--- src/rtl/cpu_ctrl_pkg.sv ---
// Shared state encodings, error codes and latched decode bundle for the multi-cycle sequencer.
// Debug/trace logic decodes the state and err_code outputs with these same values.
package cpu_ctrl_pkg;
  typedef enum logic [2:0] {
    S_IDLE   = 3'd0,
    S_FETCH  = 3'd1,
    S_DECODE = 3'd2,
    S_EXEC   = 3'd3,
    S_MEM    = 3'd4,
    S_WB     = 3'd5,
    S_TRAP   = 3'd6
  } state_e;

  localparam logic [1:0] ERR_NONE     = 2'd0;
  localparam logic [1:0] ERR_TIMEOUT  = 2'd1;
  localparam logic [1:0] ERR_ILLEGAL  = 2'd2;
  localparam logic [1:0] ERR_CONFLICT = 2'd3;

  typedef struct packed {
    logic branch;
    logic memread;
    logic memwrite;
    logic memtoreg;
    logic regwrite;
  } ctrl_t;
endpackage

--- src/rtl/mem_wait_timer.sv ---
// Counts consecutive not-ready cycles of one memory access; expire flags the cycle on which
// the count would reach MEM_TIMEOUT (MEM_TIMEOUT = 0 disables it).
module mem_wait_timer #(
  parameter int TIMEOUT_W   = 8,
  parameter int MEM_TIMEOUT = 200
) (
  input  logic clk,
  input  logic reset,
  input  logic clear,
  input  logic en,
  output logic expire
);
  localparam logic [TIMEOUT_W-1:0] LAST = TIMEOUT_W'(MEM_TIMEOUT > 0 ? MEM_TIMEOUT - 1 : 0);

  logic [TIMEOUT_W-1:0] cnt;

  always_ff @(posedge clk) begin
    if (!reset)     cnt <= '0;
    else if (clear) cnt <= '0;
    else if (en)    cnt <= cnt + TIMEOUT_W'(1);
  end

  // cnt holds waits already seen, so this wait is number MEM_TIMEOUT
  assign expire = (MEM_TIMEOUT != 0) && en && (cnt == LAST);
endmodule

--- src/rtl/multicycle_ctrl.sv ---
// Multi-cycle FETCH/DECODE/EXEC/MEM/WB sequencer over one shared memory port; traps on bad
// decode or memory timeout. All strobes are combinational decodes of the current state.
module multicycle_ctrl
  import cpu_ctrl_pkg::*;
#(
  parameter int TIMEOUT_W   = 8,
  parameter int MEM_TIMEOUT = 200
) (
  input  logic        clk,
  input  logic        reset,
  input  logic        run,
  input  logic        mem_ready,
  input  logic        branch,
  input  logic        memread,
  input  logic        memwrite,
  input  logic        memtoreg,
  input  logic        regwrite,
  input  logic        illegal,
  input  logic        alu_zero,
  output logic        mem_req,
  output logic        mem_we,
  output logic        mem_sel_data,
  output logic        ir_load,
  output logic        pc_en,
  output logic        pc_jump,
  output logic        reg_we,
  output logic        wb_sel_mem,
  output logic        halted,
  output logic [1:0]  err_code,
  output logic [2:0]  state,
  output logic [31:0] retire_cnt
);
  state_e     state_q, state_d;
  ctrl_t      ctrl_q, ctrl_d;
  logic [1:0] err_q, err_d;
  logic       retire, busy, expire;

  assign busy = (state_q == S_FETCH) || (state_q == S_MEM);

  mem_wait_timer #(.TIMEOUT_W(TIMEOUT_W), .MEM_TIMEOUT(MEM_TIMEOUT)) u_timer (
    .clk    (clk),
    .reset  (reset),
    .clear  (!busy || mem_ready),
    .en     (busy && !mem_ready),
    .expire (expire)
  );

  always_comb begin
    state_d      = state_q;
    ctrl_d       = ctrl_q;
    err_d        = err_q;
    retire       = 1'b0;
    mem_req      = 1'b0;
    mem_we       = 1'b0;
    mem_sel_data = 1'b0;
    ir_load      = 1'b0;
    pc_jump      = 1'b0;
    reg_we       = 1'b0;
    wb_sel_mem   = 1'b0;
    halted       = 1'b0;
    case (state_q)
      S_IDLE: if (run) state_d = S_FETCH;
      S_FETCH: begin
        mem_req = 1'b1;
        if (mem_ready) begin
          ir_load = 1'b1;
          state_d = S_DECODE;
        end else if (expire) begin
          state_d = S_TRAP;
          err_d   = ERR_TIMEOUT;
        end
      end
      S_DECODE: begin
        if (illegal) begin
          state_d = S_TRAP;
          err_d   = ERR_ILLEGAL;
        end else if (memread && memwrite) begin
          state_d = S_TRAP;
          err_d   = ERR_CONFLICT;
        end else begin
          ctrl_d.branch   = branch;
          ctrl_d.memread  = memread;
          ctrl_d.memwrite = memwrite;
          ctrl_d.memtoreg = memtoreg;
          ctrl_d.regwrite = regwrite;
          state_d         = S_EXEC;
        end
      end
      S_EXEC: begin
        if (ctrl_q.memread || ctrl_q.memwrite) state_d = S_MEM;
        else if (ctrl_q.regwrite)              state_d = S_WB;
        else begin
          retire  = 1'b1;
          pc_jump = ctrl_q.branch && alu_zero;
        end
      end
      S_MEM: begin
        mem_req      = 1'b1;
        mem_sel_data = 1'b1;
        mem_we       = ctrl_q.memwrite;
        if (mem_ready) begin
          if (ctrl_q.memread) state_d = S_WB;
          else                retire  = 1'b1;
        end else if (expire) begin
          state_d = S_TRAP;
          err_d   = ERR_TIMEOUT;
        end
      end
      S_WB: begin
        reg_we     = 1'b1;
        wb_sel_mem = ctrl_q.memtoreg;
        retire     = 1'b1;
      end
      S_TRAP:  halted = 1'b1;
      default: state_d = S_IDLE;
    endcase
    // run only matters at instruction boundaries
    if (retire) state_d = run ? S_FETCH : S_IDLE;
  end

  assign pc_en    = retire;
  assign err_code = err_q;
  assign state    = state_q;

  always_ff @(posedge clk) begin
    if (!reset) begin
      state_q    <= S_IDLE;
      ctrl_q     <= '0;
      err_q      <= ERR_NONE;
      retire_cnt <= '0;
    end else begin
      state_q <= state_d;
      ctrl_q  <= ctrl_d;
      err_q   <= err_d;
      if (retire) retire_cnt <= retire_cnt + 32'd1;
    end
  end
endmodule
--- config.mk ---
export PLATFORM = sky130hd
export DESIGN_NAME = multicycle_ctrl
export DESIGN_NICKNAME = d
export VERILOG_FILES = /design/src/rtl/cpu_ctrl_pkg.sv /design/src/rtl/mem_wait_timer.sv /design/src/rtl/multicycle_ctrl.sv
export SDC_FILE = /design/constraint.sdc
export NUM_CORES = 1
export LEC_CHECK = 0
export ABC_AREA = 1
export BUFFER_PORTS_ARGS = -buffer_cell sky130_fd_sc_hd__buf_2
export CAP_MARGIN = 20
export CORE_MARGIN = 2
export CORE_UTILIZATION = 40
export DETAILED_ROUTE_END_ITERATION = 8
export MAX_ROUTING_LAYER = met4
export PLACE_DENSITY = 0.57
export SLEW_MARGIN = 20
export SYNTH_ARGS = -nofsm -noshare
export SYNTH_HDL_FRONTEND = slang
export SYNTH_SLANG_ARGS = --single-unit
export TNS_END_PERCENT = 1
--- constraint.sdc ---
create_clock -name clk -period 1.8 [get_ports clk]
set_clock_uncertainty 0.05 [all_clocks]
set_input_delay 0.36 -clock clk [delete_from_list [all_inputs] [get_ports clk]]
set_output_delay 0.36 -clock clk [all_outputs]
set_load 0.005 [all_outputs]
# After elaboration in Yosys (flattened, before gate mapping)
# Cells that the tools add are included.
totals:
  ff_bits: 50
  latch_bits: 0
  mem_bits_rw: 0
  romBits: 0
  elab_cells: 78
  n_memories: 0
op_classes:
  addsub: 2
  n_mul: 0
  div: 0
  magnitude_cmp: 0
  n_eq_ne: 14
  shifts: 0
  muxes: 33
  n_bitwise: 3
  reduce_logical: 17
ops:
  columns: ["operator", "count"]
  rows:
  - ["32-bit by 1-bit adder with 32-bit output, second input constant", 1]
  - ["3-bit two-way mux", 10]
  - ["3-bit case mux with 6 select lines", 1]
  - ["1-bit two-way mux", 16]
  - ["3-bit equality test, second input constant", 3]
  - ["8-bit by 1-bit adder with 8-bit output, second input constant", 1]
  - ["8-bit equality test, second input constant", 1]
  - ["2-bit two-way mux", 4]
  - ["4-bit != test, second input constant", 2]
  - ["4-bit AND reduction", 2]
  - ["3-bit by 2-bit equality test with 1-bit output, second input constant", 2]
  - ["3-bit != test, second input constant", 2]
  - ["2-bit OR reduction", 3]
  - ["1-bit logical AND", 4]
  - ["2-bit by 1-bit != test with 1-bit output, second input constant", 2]
  - ["2-bit case mux with 2 select lines", 1]
  - ["3-bit by 1-bit equality test with 1-bit output, second input constant", 1]
  - ["3-bit logical NOT", 1]
  - ["1-bit logical OR", 3]
  - ["1-bit NOT", 3]
  - ["1-bit case mux with 3 select lines", 1]
  - ["3-bit AND reduction", 1]
  - ["1-bit logical NOT", 2]
  - ["2-bit != test, second input constant", 1]
  - ["2-bit nonzero test", 1]

# Logic depth before layout (Yosys ltp)
# Gate-level depths: netlist (run 1).
logic_depth:
  word_depth: 8
  mapped_depth: 10
  depth_no_buf: 10

# Cells and area by module
# A second synthesis (run 1) with hierarchy kept.
unflattened:
  cells_unflattened: 460
  hier_area_um2: 2803.9
by_module_without_submodules:
  columns: ["mod", "n_inst", "cells_each", "area_each_um2", "seq_area_each_um2"]
  rows:
  - ["multicycle_ctrl", 1, 403, 2411.1, 840.8]
  - ["mem_wait_timer", 1, 57, 392.9, 160.2]

# Worst setup path before layout (run 1)
# OpenSTA, ideal clock, no wires.
synth_path:
  path_type: "reg-to-reg"
  startpoint: "reg retire_cnt[0]"
  endpoint: "reg retire_cnt[28]"
  setup_time_ns: 0.132
  t_arrival_ns: 1.230
  required_ns: 1.618
  slack_ns: 0.388
  path_stages_with_launch: 9
  n_path_buf: 0
  synth_period_minus_slack_ns: 1.412
  path_cell_list: "dfxtp_1 -> ha_1 -> nand3_1 -> nor2_1 -> nand2_1 -> nand2_1 -> nand2_1 -> nand2_1 -> a21oi_1"
synth_between:
  elab_chain_cells: 1
synth_lines:
  columns: ["element", "line", "text"]
  rows:
  - ["start: declaration", "multicycle_ctrl.sv:31", "output logic [31:0] retire_cnt"]
  - ["start signal: assignment", "multicycle_ctrl.sv:135", "if (retire) retire_cnt <= retire_cnt + 32'd1;"]
  - ["32-bit by 1-bit adder with 32-bit output", "multicycle_ctrl.sv:135", null]
# Every way passes these cells.
# A chain may end at the register's enable or synchronous reset.

# Final worst setup path (run 1)
layout_path:
  startpoint: "reg state_q[2] (netlist: state[2])"
  endpoint: "out pc_en"
layout_between:
  elab_chain_cells: 2
layout_lines:
  columns: ["element", "line", "text"]
  rows:
  - ["start: declaration", "multicycle_ctrl.sv:33", "state_e state_q, state_d;"]
  - ["start signal: assignment", "multicycle_ctrl.sv:132", "state_q <= state_d;"]
  - ["3-bit equality test / 3-bit by 2-bit equality test with 1-bit output (equally long branches)", "multicycle_ctrl.sv:61", "case (state_q)"]
  - ["1-bit case mux with 3 select lines (*)", "multicycle_ctrl.sv:61", null]
  - ["end: declaration", "multicycle_ctrl.sv:24", "output logic pc_en,"]
# Every way passes the cells marked *; elsewhere a longest branch is shown, timed or not.

==> impl_metrics.toml, run 1 <==
[synthesis]
post-synth-top-area-cell = "sky130_fd_sc_hd__dfxtp_1"
synth.yosys.warnings = 0
synth_top_family_by_area = "simple AND/OR/NAND/NOR gates"
synth_simple_gate_area_share_pct = 43.0
synthesis.area_per_instance_sq_um = 6.06
post_synth_fa_ha_maj_area_fraction_pct = 0.861
mux_contribution_to_synthesized_area_pct = 0
synth_fp_nets = 493
mappedNetlistArea_sq_um = 2910
ys_top_cells_by_area = "sky130_fd_sc_hd__dfxtp_1 (34%), sky130_fd_sc_hd__nand2_1 (21%), sky130_fd_sc_hd__nor2_1 (11%), sky130_fd_sc_hd__inv_1 (7.1%), sky130_fd_sc_hd__a21oi_1 (6.0%)"
total_of_flip_flops_plus_latches_after_synthesis = 50
synth.top_cell.area_share_pct = 34.4
synthDistinctLibCells = 29
seq_area_frac_synth_pct = 34.4
postSynthCellCount = 480
post_synth_xor_area_fraction_pct = 3.01
synth-compound-area-share_pct = 9.08

[pwr]
worst_ir_drop_vdd_v = 0.000514
power_leakage_uw = 0.00145
power-per-cell-area_nw_per_um2 = 767

[timing]
min_period_ns = 1.70
max_freq_ghz = 0.589
timing.slew.headroom_pct = 77.0
final_critical_path_share_of_the_clock_period_pct = 94.4
maxSlewViolCount = 0
setup-tns-final_ns = 0
hold_violations = 0
rsz0062_at_grt = "false"
worst_slew_pin_slew_ns = 0.344
setup_violations = 0

[placed_design]
placement.io_buffers = 56
dpl.hpwl_mm = 6.07
finalWeightedCongestion = 0.944
placed_cell_area_sq_um = 3320

[hold_path]
min-delay-path-class = "primary input to register"
hold-path-cell-count = 3

[final_layout]
design_area_sq_um = 3480
layout-drive-gt1-share_pct = 17.6
n_antenna_cell = 0
fill_cells = 811
nets = 559
areaGrowthSynthToFinish_pct = 19.6

[floorplan]
design.portCount = 57
dieArea_sq_um = 7960
die_width_um = 89.2
height_of_the_die_um = 89.2
design.core.area_sq_um = 7140
initial_cell_density_of_the_core_pct = 40.7
floorplan.rows = 31

[global_routing]
antenna_found_initial = 0
globalRouteTotalUtil_pct = 20.9
first_pass_grt_wire_length_mm = 12.6
grt_start_max_net_pins = 21
via_count_of_the_first_global_routing_pass = 2686
grt_remaining_overflow = 0

[worst_setup_path]
timing.critical_path.to_type = "primary output"
timing.critical_path.arrival_ns = 1.29
maximum_single_stage_delay_on_the_critical_path_ns = 0.38
rr_worst_depth = 7
timing.critical_path.required_ns = 1.39
crit_type = "register to primary output"
worstPathMaxFanout = 8
crit_path_start_kind = "register"
cp_slowest_cell = "sky130_fd_sc_hd__dfxtp_4"
crit_path_cell_trace = "inv_2 > nand3_2 > nor2_4 > nand2_2 > nand3_4 > buf_4"

[routing]
drc = 0
total_vias_in_the_final_route = 3056
totalWireLength_mm = 7.76
dr.first_iter.drc_count = 98
wire_per_inst_um = 12.0
drt_pre_antenna_iters = 4
route.detailed.vias_per_inst = 4.73
antenna_violating_nets_post_route = 0

[clock_tree]
cts_tree = "built"
cts_inserted_buffers = 5
clk_root_buf = "sky130_fd_sc_hd__clkbuf_8"
clk-insertion-delay-late_ns = 0.31
cts.sinks = 50
hold_buffers = 0
clock_transition_time_at_the_flip_flop_clock_pins_of_the_worst_setup_and_hold_paths_ns = 0.09
cts_max_level = 2
ctsLongestPathBuffers = 2

[outcome]
run_status = "finished clean"

[job]
max-cap-violations = 0
-- cell families after synthesis --
logic type | count (synthesis)
AND/OR/NAND/NOR | 298
buffers and inverters | 68
AO/OA/AOI/OAI | 52
flip-flops | 50
XOR/XNOR | 10
adder cells (fa/ha/maj) | 2
-- path summary, 6_finish.rpt --
path	start	to	slack, ns
worst max register to register	state[1]	state[0]	0.21
worst max-delay path	state[2]	pc_en	0.10
worst min register to register	err_code[0]	err_code[0]	0.40
worst min-delay path	branch	ctrl_q[4]	0.23
-- sequential cells by signal, indices dropped and copies added (netlist names) --
register     cells
retire_cnt      32
u_timer.cnt      8
ctrl_q           5
state            3
err_code         2
-- what timing repair did --
action / in CTS / in global routing
setup buffers: 0 / 4
endpoints found under the setup margin: 1 / 1
gates resized for setup: 3 / 3
gates cloned: 0 / 0
-- Yosys cell counts --
cell and count:
sky130_fd_sc_hd__buf_4 3, sky130_fd_sc_hd__inv_1 55, sky130_fd_sc_hd__nor2_1 82, sky130_fd_sc_hd__a21oi_1 35
sky130_fd_sc_hd__o21ai_0 15, sky130_fd_sc_hd__nand4_1 6, sky130_fd_sc_hd__buf_6 1, sky130_fd_sc_hd__nand2_1 160
sky130_fd_sc_hd__xnor2_1 3, sky130_fd_sc_hd__xor2_1 7, sky130_fd_sc_hd__or2_2 1, sky130_fd_sc_hd__inv_2 2
sky130_fd_sc_hd__buf_2 2, sky130_fd_sc_hd__nor3_2 1, sky130_fd_sc_hd__a31oi_1 1, sky130_fd_sc_hd__clkinv_2 1
sky130_fd_sc_hd__o31ai_1 1, sky130_fd_sc_hd__nor3b_1 2, sky130_fd_sc_hd__nand3_2 1, sky130_fd_sc_hd__dfxtp_1 50
sky130_fd_sc_hd__nand3_4 1, sky130_fd_sc_hd__nor3_1 4, sky130_fd_sc_hd__nor2_2 5, sky130_fd_sc_hd__nand3_1 29
sky130_fd_sc_hd__clkbuf_1 4, sky130_fd_sc_hd__nand3b_1 2, sky130_fd_sc_hd__nand2_2 2, sky130_fd_sc_hd__ha_1 2
sky130_fd_sc_hd__nor2_4 2
-- cell usage in the layout, fill, tap and decap left out, drive strengths merged --
| cell | instances |
|---|---|
| nand2 | 162 |
| nor2 | 89 |
| buf | 69 |
| inv | 58 |
| dfxtp | 50 |
| a21oi | 35 |
| nand3 | 31 |
| o21ai | 15 |
| xor2 | 7 |
| nand4 | 6 |
| clkbuf | 5 |
| nor3 | 5 |
| xnor2 | 3 |
| clkinv | 2 |
| nor3b | 2 |
| nand3b | 2 |
| ha | 2 |
| a31oi | 1 |
| o31ai | 1 |
| or2 | 1 |
| bufinv | 1 |
-- final cells by class --
class | count | area [sq um] | area share, %
inverter | 58 | 219 | 6.30
multi-input combinational | 362 | 1630 | 47.0
sequential | 50 | 1010 | 29.0
clock inverter | 3 | 43.8 | 1.26
tap | 99 | 124 | 3.56
clock buffer | 5 | 68.8 | 1.98
timing repair buffer | 69 | 380 | 10.9
-- where the power goes --
part | internal (uW) | switching, uW
Sequential | 1170 | 61.4
Combinational | 231 | 384
Clock | 417 | 401
-- worst max-delay path, delay by kind of cell, from the launching register on --
kind                   cells  cell delay (ns)
buffers and inverters      2             0.22
and+or+nand+nor            4             0.37
DFF                        1             0.38
-- per-stage QoR --
stage	power [uW]	std cells	hold slack (ns)	setup slack (ns)	util, %
floorplan	1640	480	0.368	0.388	-
finish	2670	646	0.234	0.101	48.7
global placement	1820	634	0.384	0.247	46.5
global route	2830	646	0.273	0.00142	48.7
detailed placement	1830	634	0.389	0.183	46.5
CTS	2660	642	0.227	0.0160	48.1
-- metal layers --
layer | track usage, % | up-vias | part of all wire [%]
met1 | 25.0 | 1364 | 44
met2 | 36.2 | 57 | 50
li1 | - | 1620 | -
met4 | 6.78 | 0 | 2.1
met3 | 2.86 | 15 | 3.7
met5 | - | - | 0
Power figures use the tool's default switching activity.
==> run 2, diff against run 1 <==
--- a/config.mk
+++ b/config.mk
@@ -6,13 +6,13 @@
 export NUM_CORES = 1
 export LEC_CHECK = 0
 export ABC_AREA = 1
-export BUFFER_PORTS_ARGS = -buffer_cell sky130_fd_sc_hd__buf_2
 export CAP_MARGIN = 20
 export CORE_MARGIN = 2
 export CORE_UTILIZATION = 40
 export DETAILED_ROUTE_END_ITERATION = 8
+export DONT_BUFFER_PORTS = 1
 export MAX_ROUTING_LAYER = met4
-export PLACE_DENSITY = 0.57
+export PLACE_DENSITY = 0.5
 export SLEW_MARGIN = 20
 export SYNTH_ARGS = -nofsm -noshare
 export SYNTH_HDL_FRONTEND = slang
==> run 2 against run 1 <==
Net effect:
- cell area down 5.7%
- sequential cell count is the same
- first-iteration DRC count grew 22%
- die area unchanged
- global-route usage up 0.87 points
- highest routed layer unchanged
- critical path depth did not move
- critical path type unchanged
- maximum frequency shrank 2.5%
==> impl_metrics.toml, run 2 (same netlist as run 1, synthesis figures left out) <==
[outcome]
run_status = "finished clean"

[final_layout]
layout.cells.non_filler = 595
mostFrequentLayoutCell = "sky130_fd_sc_hd__nand2_1"
largest_register_ffs = 32
layout_common_cells = "sky130_fd_sc_hd__nand2_1 (160), sky130_fd_sc_hd__nor2_1 (81), sky130_fd_sc_hd__inv_1 (55), sky130_fd_sc_hd__dfxtp_1 (46), sky130_fd_sc_hd__a21oi_1 (35)"
nets = 508
layout-drive-gt1-share_pct = 9.48
largest_register = "retire_cnt"
areaGrowthSynthToFinish_pct = 12.8
n_antenna_cell = 0
largest_registers = "retire_cnt (32), u_timer.cnt (8), ctrl_q (5)"

[clock_tree]
clk_root_buf = "sky130_fd_sc_hd__clkbuf_8"
hold_buffers = 0
cts_tree = "built"
ctsLongestPathBuffers = 2
clock_transition_time_at_the_flip_flop_clock_pins_of_the_worst_setup_and_hold_paths_ns = 0.10
cts_inserted_buffers = 5
cts.sinks = 50
cts.repair_timing.setup_buffer_count = 0
clk-insertion-delay-late_ns = 0.31
cts_max_level = 2

[timing]
setup_violations = 0
min_period_ns = 1.74
setup-tns-final_ns = 0
final_critical_path_share_of_the_clock_period_pct = 96.8
rsz0062_at_grt = "true"
maxSlewViolCount = 0
hold_violations = 0
timing.slew.headroom_pct = 77.9
worst_slew_pin_slew_ns = 0.330
max_freq_ghz = 0.574

[pwr]
combinationalPowerShare_pct = 21.0
p_clk_share_pct = 31.6
netSwitchingFraction_pct = 32.2
worst_ir_drop_vdd_v = 0.000412
power.sequential.fraction_pct = 47.3
power-per-cell-area_nw_per_um2 = 805
power.internal_uw = 1790
netSwitchingPower_uw = 851
power_leakage_uw = 0.00119

[placed_design]
placement.io_buffers = 0
dpl.hpwl_mm = 6.18
finalWeightedCongestion = 0.903
dp.cells = 586

[global_routing]
antenna_found_initial = 0
via_count_of_the_first_global_routing_pass = 2743
grt_start_max_net_pins = 29
globalRouteTotalUtil_pct = 21.8
grt_remaining_overflow = 0
first_pass_grt_wire_length_mm = 13.1

[worst_setup_path]
crit_type = "register to primary output"
timing.critical_path.required_ns = 1.39
maximum_single_stage_delay_on_the_critical_path_ns = 0.39
crit_path_start_kind = "register"
timing.critical_path.arrival_ns = 1.33
timing.critical_path.to_type = "primary output"
worstPathMaxFanout = 14
crit_path_cell_trace = "inv_2 > nand3_2 > nor2_4 > nand2_2 > nand3_4 > buf_12"
cp_slowest_cell = "sky130_fd_sc_hd__dfxtp_4"

[floorplan]
die_width_um = 89.2
initial_cell_density_of_the_core_pct = 40.7
dieArea_sq_um = 7960
design.portCount = 57
design.core.area_sq_um = 7140
height_of_the_die_um = 89.2
floorplan.rows = 31

[routing]
totalWireLength_mm = 8.07
route.detailed.vias_per_inst = 4.86
drc = 0
dr.first_iter.drc_count = 120
wire_per_inst_um = 13.6
antenna_violating_nets_post_route = 0
total_vias_in_the_final_route = 2892
drt_pre_antenna_iters = 4

[hold_path]
min-delay-path-class = "primary input to register"

[job]
max-cap-violations = 0
## run 2: path summary, 6_finish.rpt
path,start,endpoint,slack [ns],cells past startpoint
worst max-delay path,state[2],pc_en,0.06,6
worst min-delay path,reset,retire_cnt[18],0.12,2
worst max register to register,retire_cnt[7],retire_cnt[22],0.23,9
worst min register to register,ctrl_q[1],ctrl_q[1],0.41,2
## run 2: worst max-delay path, delay by kind of cell (launching register included)
family / cells / cell delay [ns]
AND/OR/NAND/NOR: 4 / 0.40
flip-flops: 1 / 0.39
buffers and inverters: 2 / 0.23
## run 2: repair_timing
item | 4_1_cts | 5_1_grt
gates resized for setup | 3 | 4
endpoints found under the setup margin | 1 | 2
pin swaps | 0 | 0
cloned | 0 | 1
## run 2: power by group through the flow
stage | Clock, uW | Sequential [uW] | Combinational [uW]
2_1_floorplan | 0 | 1250 | 393
3_3_place_gp | 0 | 1270 | 515
3_5_place_dp | 0 | 1270 | 522
4_1_cts | 864 | 1250 | 524
5_1_grt | 900 | 1260 | 629
6_report | 835 | 1250 | 555
## run 2: metrics by stage
step           setup WS [ns]  hold WS (ns)  area (sq um)  total power (uW)  utilization (%)
3_3_place_gp           0.188         0.378          3120              1780             43.8
2_1_floorplan          0.388         0.368          2910              1640                -
6_report              0.0579         0.120          3280              2640             45.9
4_1_cts              0.00953         0.110          3240              2640             45.4
5_1_grt              -0.0365         0.111          3280              2790             45.9
3_5_place_dp           0.173         0.395          3120              1790             43.8
## run 2: cell type report
type,count,area (sq um)
multi-input combinational,362,1640
clock inverter,3,45.0
fill,808,3860
sequential,50,1010
clock buffer,5,68.8
timing repair buffer,18,178
inverter,58,219
tap,99,124
## run 2: routing by layer
| metal | GRT usage (%) | vias up | wire length (um) |
|---|---|---|---|
| met4 | 5.16 | 0 | 123 |
| met2 | 38.9 | 54 | 4040 |
| met3 | 4.25 | 10 | 315 |
| li1 | - | 1526 | - |
| met5 | - | - | 0 |
| met1 | 25.0 | 1302 | 3600 |
